<file path="src/rtl/matmul_ctrl.sv">
// Matrix-multiply sequencer: walks C = A x B row-major, reading A/B stores and writing C.
// Optional MATMUL_SATURATE_EN clamps written elements to 2^DW-1 instead of truncating.
module matmul_ctrl #(
  parameter int M  = 2,
  parameter int N  = 2,
  parameter int DW = 8
) (
  input  logic          clk,
  input  logic          rst,
  input  logic          start,
  output logic          busy,
  output logic          done,
  output logic [DW-1:0] a_row,
  output logic [DW-1:0] a_col,
  input  logic [DW-1:0] a_data,
  output logic [DW-1:0] b_row,
  output logic [DW-1:0] b_col,
  input  logic [DW-1:0] b_data,
  output logic [DW-1:0] c_row,
  output logic [DW-1:0] c_col,
  output logic          c_wr_en,
  output logic [DW-1:0] c_data
);

  localparam int IW = (M > 1) ? $clog2(M) : 1;
  localparam int JW = (N > 1) ? $clog2(N) : 1;
  localparam int KW = JW;
  localparam int AW = 2 * DW + ((N > 1) ? $clog2(N) : 1);

  typedef enum logic [1:0] {IDLE, CALC, WRITE, DONE} state_t;

  state_t        state_q, state_d;
  logic [IW-1:0] i_q, i_d;
  logic [JW-1:0] j_q, j_d;
  logic [KW-1:0] k_q, k_d;
  logic [AW-1:0] acc_q, acc_d;

  logic          busy_q, busy_d;
  logic          done_q, done_d;
  logic          c_wr_en_q, c_wr_en_d;
  logic [DW-1:0] a_row_q, a_row_d, a_col_q, a_col_d;
  logic [DW-1:0] b_row_q, b_row_d, b_col_q, b_col_d;
  logic [DW-1:0] c_row_q, c_row_d, c_col_q, c_col_d;
  logic [DW-1:0] c_data_q, c_data_d;
  logic [DW-1:0] result;

  always_comb begin
    state_d = state_q;
    i_d     = i_q;
    j_d     = j_q;
    k_d     = k_q;
    acc_d   = acc_q;
    case (state_q)
      IDLE: begin
        if (start) begin
          state_d = CALC;
          i_d     = '0;
          j_d     = '0;
          k_d     = '0;
        end
      end
      CALC: begin
        acc_d = ((k_q == '0) ? '0 : acc_q) + AW'(a_data) * AW'(b_data);
        if (k_q == KW'(N - 1)) begin
          state_d = WRITE;
          k_d     = '0;
        end else begin
          k_d = k_q + KW'(1);
        end
      end
      WRITE: begin
        state_d = CALC;
        k_d     = '0;
        if (j_q == JW'(N - 1)) begin
          j_d = '0;
          if (i_q == IW'(M - 1)) begin
            state_d = DONE;
            i_d     = '0;
          end else begin
            i_d = i_q + IW'(1);
          end
        end else begin
          j_d = j_q + JW'(1);
        end
      end
      DONE: state_d = IDLE;
      default: state_d = IDLE;
    endcase
  end

  // Element value presented on a C write; acc_d already holds the finished sum.
  always_comb begin
`ifdef MATMUL_SATURATE_EN
    result = (acc_d > AW'({DW{1'b1}})) ? {DW{1'b1}} : acc_d[DW-1:0];
`else
    result = acc_d[DW-1:0];
`endif
  end

  // Outputs are derived from the next state so the registered values line up with the state.
  always_comb begin
    busy_d    = (state_d == CALC) || (state_d == WRITE);
    done_d    = (state_d == DONE);
    c_wr_en_d = (state_d == WRITE);
    a_row_d   = (state_d == CALC)  ? DW'(i_d) : '0;
    a_col_d   = (state_d == CALC)  ? DW'(k_d) : '0;
    b_row_d   = (state_d == CALC)  ? DW'(k_d) : '0;
    b_col_d   = (state_d == CALC)  ? DW'(j_d) : '0;
    c_row_d   = (state_d == WRITE) ? DW'(i_d) : '0;
    c_col_d   = (state_d == WRITE) ? DW'(j_d) : '0;
    c_data_d  = (state_d == WRITE) ? result   : '0;
  end

  always_ff @(posedge clk or posedge rst) begin
    if (rst) begin
      state_q   <= IDLE;
      i_q       <= '0;
      j_q       <= '0;
      k_q       <= '0;
      acc_q     <= '0;
      busy_q    <= 1'b0;
      done_q    <= 1'b0;
      c_wr_en_q <= 1'b0;
      a_row_q   <= '0;
      a_col_q   <= '0;
      b_row_q   <= '0;
      b_col_q   <= '0;
      c_row_q   <= '0;
      c_col_q   <= '0;
      c_data_q  <= '0;
    end else begin
      state_q   <= state_d;
      i_q       <= i_d;
      j_q       <= j_d;
      k_q       <= k_d;
      acc_q     <= acc_d;
      busy_q    <= busy_d;
      done_q    <= done_d;
      c_wr_en_q <= c_wr_en_d;
      a_row_q   <= a_row_d;
      a_col_q   <= a_col_d;
      b_row_q   <= b_row_d;
      b_col_q   <= b_col_d;
      c_row_q   <= c_row_d;
      c_col_q   <= c_col_d;
      c_data_q  <= c_data_d;
    end
  end

  assign busy    = busy_q;
  assign done    = done_q;
  assign c_wr_en = c_wr_en_q;
  assign a_row   = a_row_q;
  assign a_col   = a_col_q;
  assign b_row   = b_row_q;
  assign b_col   = b_col_q;
  assign c_row   = c_row_q;
  assign c_col   = c_col_q;
  assign c_data  = c_data_q;

endmodule
</file>
<file path="config.mk">
export PLATFORM = sky130hd
export DESIGN_NAME = matmul_ctrl
export DESIGN_NICKNAME = d
export VERILOG_FILES = /design/src/rtl/matmul_ctrl.sv
export SDC_FILE = /design/constraint.sdc
export NUM_CORES = 1
export LEC_CHECK = 0
export ABC_AREA = 1
export CELL_PAD_IN_SITES_DETAIL_PLACEMENT = 1
export CELL_PAD_IN_SITES_GLOBAL_PLACEMENT = 1
export CORE_MARGIN = 2
export CORE_UTILIZATION = 35
export CTS_BUF_LIST = sky130_fd_sc_hd__clkbuf_4
export DETAILED_ROUTE_END_ITERATION = 7
export PLACE_DENSITY_LB_ADDON = 0.1
export RECOVER_POWER = 50
export SLEW_MARGIN = 25
export SYNTH_ARGS = -nofsm -noshare
export SYNTH_HDL_FRONTEND = slang
export SYNTH_SLANG_ARGS = --single-unit
</file>
<file path="constraint.sdc">
create_clock -name clk -period 5.1 [get_ports clk]
set_input_delay 1.02 -clock clk [delete_from_list [all_inputs] [get_ports clk]]
set_output_delay 1.02 -clock clk [all_outputs]
set_load 0.05 [all_outputs]
</file>
==> results.json, run 1 <==
{
  "port_buffers": 35,
  "yosysWarnings": 0,
  "syn_inst": 351,
  "die_x_um": 91.7,
  "critPathRequiredTime_ps": 5360,
  "synth_flop_cell": "dfrtp_1",
  "overflow": 0,
  "worstHoldPathType": "register to register",
  "rows": 31,
  "grt_max_degree": 30,
  "core_sq_um": 7330,
  "drc_errors": 0,
  "clockBufferDepth": 2,
  "cts-buffers-inserted": 5,
  "p_per_area_nw_per_um2": 528,
  "p_total_mw": 1.64,
  "fmax_mhz": 208,
  "io_pins": 78,
  "synthDistinctLibCells": 26,
  "slew_violations": 0,
  "vdd_ir_drop_max_uv": 331,
  "cts_resized": 0,
  "vias_per_cell": 4.15,
  "worstSetupStartpointType": "primary input",
  "worst_slew_pin_slew_ps": 1090,
  "ys_top_cells_by_count": "89 x nand2_1, 80 x inv_1, 44 x buf_4",
  "grt_pass1_wl_mm": 10.7,
  "fp.dieArea_sq_um": 8400,
  "netlist_top_cells_area": "dfrtp_1 27%, fa_1 13%, nand2_1 12%, buf_4 12%, inv_1 11%",
  "whs_ps": 520,
  "worstSetupPathType": "primary input to register",
  "endpoint_kind": "register",
  "rsz0062_at_grt": "false",
  "dr.pass1.iters": 4,
  "synth_edf_count": 0,
  "start_util_pct": 36.7,
  "fp.dieH_um": 91.7,
  "antenna_found_initial": 0,
  "cp_common_cell": "nand2_1",
  "crit_family": "adder cells",
  "ys_seq_area_share_pct": 27.0,
  "areaGrowthSynthToFinish_pct": 15.6,
  "drt-initial-drc-count": 28,
  "synth.most_common_cell": "nand2_1",
  "wl_per_cell_um": 11.9,
  "grt_pass1_vias": 2312,
  "postCtsSetupBuffers": 0,
  "dp_hpwl_mm": 5.05,
  "wl_mm": 5.94,
  "finalHoldViolCount": 0,
  "ctsRootBufferMaster": "clkbuf_4",
  "design_area_sq_um": 3110,
  "crit_arrival_ps": 5060,
  "synthDominantCellAreaShare_pct": 27.0,
  "path_buf_inv": 5,
  "h-tree-depth": 2,
  "ys_seq_elements": 29,
  "syn_area_sq_um": 2690,
  "crit_path_cell_trace": "clkdlybuf4s50_1 -> nand2_1 -> fa_1 -> fa_1 -> inv_1 -> fa_1 -> inv_1 -> fa_1 -> inv_1 -> ha_1 -> nand2_1 -> nand2_1 -> nor2_1 -> inv_1 -> nand2_1 -> nand2_1 -> nand2_1 -> nand2_1 -> nand2_2 -> nand3_2 -> a21oi_2",
  "slew_headroom_pct": 27.5,
  "cts_tree": "done",
  "cap_violations": 0,
  "crit_path_max_fanout": 5,
  "drive_gt1_share_pct": 10.3,
  "finalSetupViolCount": 0,
  "hold_buffers": 0,
  "outcome": "completed",
  "skew_ps": 12.5,
  "fin_crit_sh_pct": 94.2,
  "synth_area_leader_cell": "dfrtp_1",
  "regArea_sq_um": 726,
  "multi_input_area_sq_um": 1440,
  "clk_pin_slew_ps": 100,
  "dr_total_vias": 2065,
  "period_minus_slack_ps": 4810,
  "crit_slowest_cell": "clkdlybuf4s50_1",
  "clk_latency_ps": 320,
  "insertedDiodeCount": 0,
  "numClockSinks": 29,
  "p_leak_nw": 1.85,
  "nets": 456,
  "grtUsageTotal_pct": 15.8,
  "cp_slowest_stage_delay_ps": 580,
  "place_inst": 490,
  "stdcell_count": 498,
  "fill_cells": 927,
  "place_congestion": 0.730,
  "antenna_left": 0,
  "synth.avg_cell_area_sq_um": 7.66,
  "async_flop_share_pct": 100,
  "place_area_sq_um": 3060
}
==> path summary, 6_finish.rpt <==
check / start / end / slack, ps / depth (start not counted)
max: a_data[2] / c_data[7]$_DFF_PP0_ / 290 / 21
min: acc_q[6]$_DFF_PP0_ / acc_q[6]$_DFF_PP0_ / 520 / 2
max reg2reg: k_q$_DFF_PP0_ / c_data[7]$_DFF_PP0_ / 960 / 20
min reg2reg: acc_q[6]$_DFF_PP0_ / acc_q[6]$_DFF_PP0_ / 520 / 2
max in group asynchronous: rst / a_row[0]$_DFF_PP0_ / 3040 / 2
min in group asynchronous: rst / c_data[5]$_DFF_PP0_ / 1400 / 2
==> worst min-delay path, delay by kind of cell, from the launching register on <==
family / cells / cell delay [ps]
simple gates: 2 / 130
flops: 1 / 360
==> report_power, final <==
group	switching (mW)	internal, mW	total [mW]	leakage [nW]
clock	0.0804	0.0577	0.138	0.0354
combinational	0.735	0.403	1.14	1.44
sequential	0.0468	0.318	0.365	0.375
total	0.862	0.779	1.64	1.85
==> final cells by class <==
type,count,share of cell area [%]
repair buffers,48,14.4
multi-input cells,230,46.4
clock inverters,2,0.322
well taps,99,3.98
flip-flops and latches,29,23.3
clock buffers,6,1.45
inverters,84,10.1
==> state kept, by name (all words and copies together) (netlist names) <==
register	cells
c_col	1
busy	1
done	1
c_row	1
acc_q	8
i_q	1
b_row	1
c_data	8
state_q	2
k_q	1
b_col	1
c_wr_en	1
j_q	1
a_row	1
==> logic make-up (layout without fill, tap and decap cells) <==
| family | after synthesis | count (layout) | share of synthesized area, % |
|---|---|---|---|
| DFF | 29 | 29 | 27.0 |
| xor gates and xnor gates | 2 | 2 | 0.651 |
| adders and majority gates | 39 | 39 | 23.2 |
| other | 1 | 42 | 0.139 |
| and+or+nand+nor | 133 | 133 | 21.3 |
| AOI/OAI and AO/OA | 14 | 14 | 2.88 |
| buffers and inverters | 133 | 140 | 24.8 |
==> per-stage QoR <==
stage	utilization (%)	setup TNS, ps	worst slack [ps]
after floorplan	-	0	591
after global placement	41.8	0	10.8
after detailed placement	41.8	-171	-89.7
after CTS	42.5	0	255
after global routing	42.4	0	43.5
final	42.4	0	293
==> metal layers <==
| layer | part of all wire (%) | GRT usage [%] | routed length [um] |
|---|---|---|---|
| met1 | 45 | 19.6 | 2650 |
| met2 | 50 | 28.9 | 2970 |
| met3 | 4.3 | 2.30 | 255 |
| met4 | 0.99 | 3.79 | 59 |
| met5 | 0 | 0 | 0 |
==> cell usage in the layout, fill, tap and decap left out, types with 2 or more instances in the layout <==
cell,count
nor2_1,17
or2_2,5
clkinv_2,2
dlygate4sd3_1,2
nand2_1,89
conb_1,42
a21oi_1,4
o21ai_0,7
nand3_1,10
nand3_2,3
dfrtp_1,29
clkdlybuf4s50_1,33
ha_1,21
nand2_2,7
inv_1,80
fa_1,18
clkbuf_4,6
buf_4,13
inv_2,3
No activity file was read; power rests on OpenSTA's default activity.
==> run 2: changes to the inputs <==
CORE_MARGIN = unset   (was 2)
CTS_CLUSTER_SIZE = 40   (was unset)
==> run 2 against run 1 <==
- design area fell by 0.20%
- total power is 0.47% higher
- critical path depth unchanged
- sequential power about the same
- combinational power hardly changed
- worst hold slack lost 11 ps
- via count down 0.48%
- die area down 4.3%
- sequential share of layout area is essentially flat
- sequential cell count unchanged
- fmax is 0.72% lower
- clock power decreased by 4%
- largest cell class unchanged
==> results.json, run 2 (synthesized netlist as in run 1, its figures left out) <==
{
  "outcome": "completed",
  "grt_max_degree": 30,
  "crit_path_max_fanout": 5,
  "grt_pass1_vias": 2154,
  "fin_crit_sh_pct": 94.9,
  "worstSetupStartpointType": "primary input",
  "place_inst": 489,
  "p_per_area_nw_per_um2": 531,
  "finalSetupViolCount": 0,
  "timing.final.ws_setup_ps": 258,
  "port_buffers": 35,
  "r2r_start": "k_q$_DFF_PP0_",
  "crit_arrival_ps": 5090,
  "period_minus_slack_ps": 4840,
  "worst-path-stages": 21,
  "p_leak_nw": 1.84,
  "start_util_pct": 36.7,
  "worstSetupPathType": "primary input to register",
  "drt-initial-drc-count": 30,
  "core_sq_um": 7330,
  "dr_total_vias": 2055,
  "setup_tns_ps": 0,
  "numClockSinks": 29,
  "slew_violations": 0,
  "vias_per_cell": 4.14,
  "clockBufferDepth": 2,
  "crit_path_cell_trace": "clkdlybuf4s50_1 -> nand2_1 -> fa_1 -> fa_1 -> inv_1 -> fa_1 -> inv_1 -> fa_1 -> inv_1 -> ha_1 -> nand2_1 -> nand2_1 -> nor2_1 -> inv_1 -> nand2_1 -> nand2_1 -> nand2_1 -> nand2_1 -> nand2_2 -> nand3_2 -> a21oi_2",
  "dp_slack_ps": -96.1,
  "fmax_mhz": 207,
  "stdcell_count": 496,
  "place_area_sq_um": 3060,
  "crit_family": "adder cells",
  "clk_pin_slew_ps": 80,
  "skew_ps": 6.74,
  "overflow": 0,
  "h-tree-depth": 2,
  "finalHoldViolCount": 0,
  "fp.dieArea_sq_um": 8040,
  "intPower_mw": 0.793,
  "p_sw_share_pct": 51.9,
  "dr.pass1.iters": 4,
  "p_comb_share_pct": 69.9,
  "cap_violations": 0,
  "fp.dieH_um": 89.7,
  "layout_commonest_cell": "nand2_1",
  "endpoint_kind": "register",
  "nets": 455,
  "wl_per_cell_um": 11.5,
  "place_congestion": 0.761,
  "insertedDiodeCount": 0,
  "antenna_left": 0,
  "layout_common_cells": "89 x nand2_1, 80 x inv_1, 42 x conb_1",
  "slew_headroom_pct": 28.1,
  "rows": 31,
  "design_area_sq_um": 3100,
  "netSwitchingPower_mw": 0.855,
  "startpoint": "b_data[1]",
  "dp_hpwl_mm": 4.88,
  "cp_slowest_stage_delay_ps": 580,
  "postCtsSetupBuffers": 0,
  "grt_pass1_wl_mm": 9.56,
  "clk_latency_ps": 320,
  "hold_buffers": 0,
  "cts_tree": "done",
  "die_x_um": 89.7,
  "crit_slowest_cell": "clkdlybuf4s50_1",
  "vdd_ir_drop_max_uv": 234,
  "antenna_found_initial": 0,
  "grtUsageTotal_pct": 16.0,
  "drc_errors": 0,
  "cts_resized": 0,
  "crit_end": "c_data[7]$_DFF_PP0_",
  "worst_slew_pin_slew_ps": 1080,
  "cp_common_cell": "nand2_1",
  "reg2reg_depth": 20,
  "areaGrowthSynthToFinish_pct": 15.4,
  "critPathRequiredTime_ps": 5350,
  "wl_mm": 5.73,
  "cts-buffers-inserted": 5,
  "r2r-end": "c_data[7]$_DFF_PP0_",
  "rsz0062_at_grt": "false",
  "io_pins": 78,
  "clockPowerShare_pct": 8.0,
  "p_seq_share_pct": 22.1,
  "worstHoldPathType": "register to register",
  "path_buf_inv": 5,
  "drive_gt1_share_pct": 9.82,
  "ctsRootBufferMaster": "clkbuf_4",
  "r2r_slack_ps": 960
}
[run 2: changes by cell type in the layout (fill, tap and decap cells not counted)]
cell      delta
clkinv_2     -2
buf_4        -1
clkinv_1     +1
nor2_1       -1
nor2_4       +1
[run 2: worst min path at each step]
stage                                   from  cells after the start            endpoint  slack (ps)
after floorplan           acc_q[6]$_DFF_PP0_                      2  acc_q[6]$_DFF_PP0_         470
after global placement    acc_q[6]$_DFF_PP0_                      2  acc_q[6]$_DFF_PP0_         480
after detailed placement  acc_q[5]$_DFF_PP0_                      2  acc_q[5]$_DFF_PP0_         490
after CTS                 acc_q[5]$_DFF_PP0_                      2  acc_q[5]$_DFF_PP0_         510
after global routing      acc_q[5]$_DFF_PP0_                      2  acc_q[5]$_DFF_PP0_         550
final                     acc_q[6]$_DFF_PP0_                      2  acc_q[6]$_DFF_PP0_         510
[run 2: power by group through the flow]
stage / clock [mW] / combinational, mW / sequential (mW)
after detailed placement: 0 / 1.17 / 0.372
after floorplan: 0 / 0.759 / 0.476
final: 0.132 / 1.15 / 0.365
after global routing: 0.145 / 1.32 / 0.375
after CTS: 0.141 / 1.19 / 0.367
after global placement: 0 / 1.14 / 0.370
[run 2: area by class of cell]
type                            count  area, sq um
Tap cell                           99          124
Multi-Input combinational cell    230         1450
Timing Repair Buffer               47          440
Sequential cell                    29          726
Inverter                           84          315
Clock inverter                      1         3.75
Fill cell                         935         4230
Clock buffer                        6         45.0
[run 2: worst register-to-register path: stages, from the launching register on]
cell	delay (ps)
dfrtp_1	600
nand2_1	150
fa_1	470
fa_1	520
inv_1	50
fa_1	470
inv_1	60
fa_1	530
inv_1	40
ha_1	320
nand2_1	70
nand2_1	50
nor2_1	130
inv_1	60
nand2_1	90
nand2_1	60
nand2_1	70
nand2_1	70
nand2_2	70
nand3_2	80
a21oi_2	120
[run 2: per-stage QoR]
stage	power, mW	utilization, %	hold WS [ps]
after floorplan	1.24	-	467
after global placement	1.51	41.7	482
after detailed placement	1.54	41.7	489
after CTS	1.69	42.3	513
after global routing	1.84	42.3	554
final	1.65	42.3	509
[run 2: layer usage]
| metal | share of wire, % | GRT usage (%) |
|---|---|---|
| met1 | 44 | 18.4 |
| met2 | 51 | 30.6 |
| met3 | 3.6 | 1.92 |
| met4 | 1.4 | 5.63 |
| met5 | 0 | 0 |
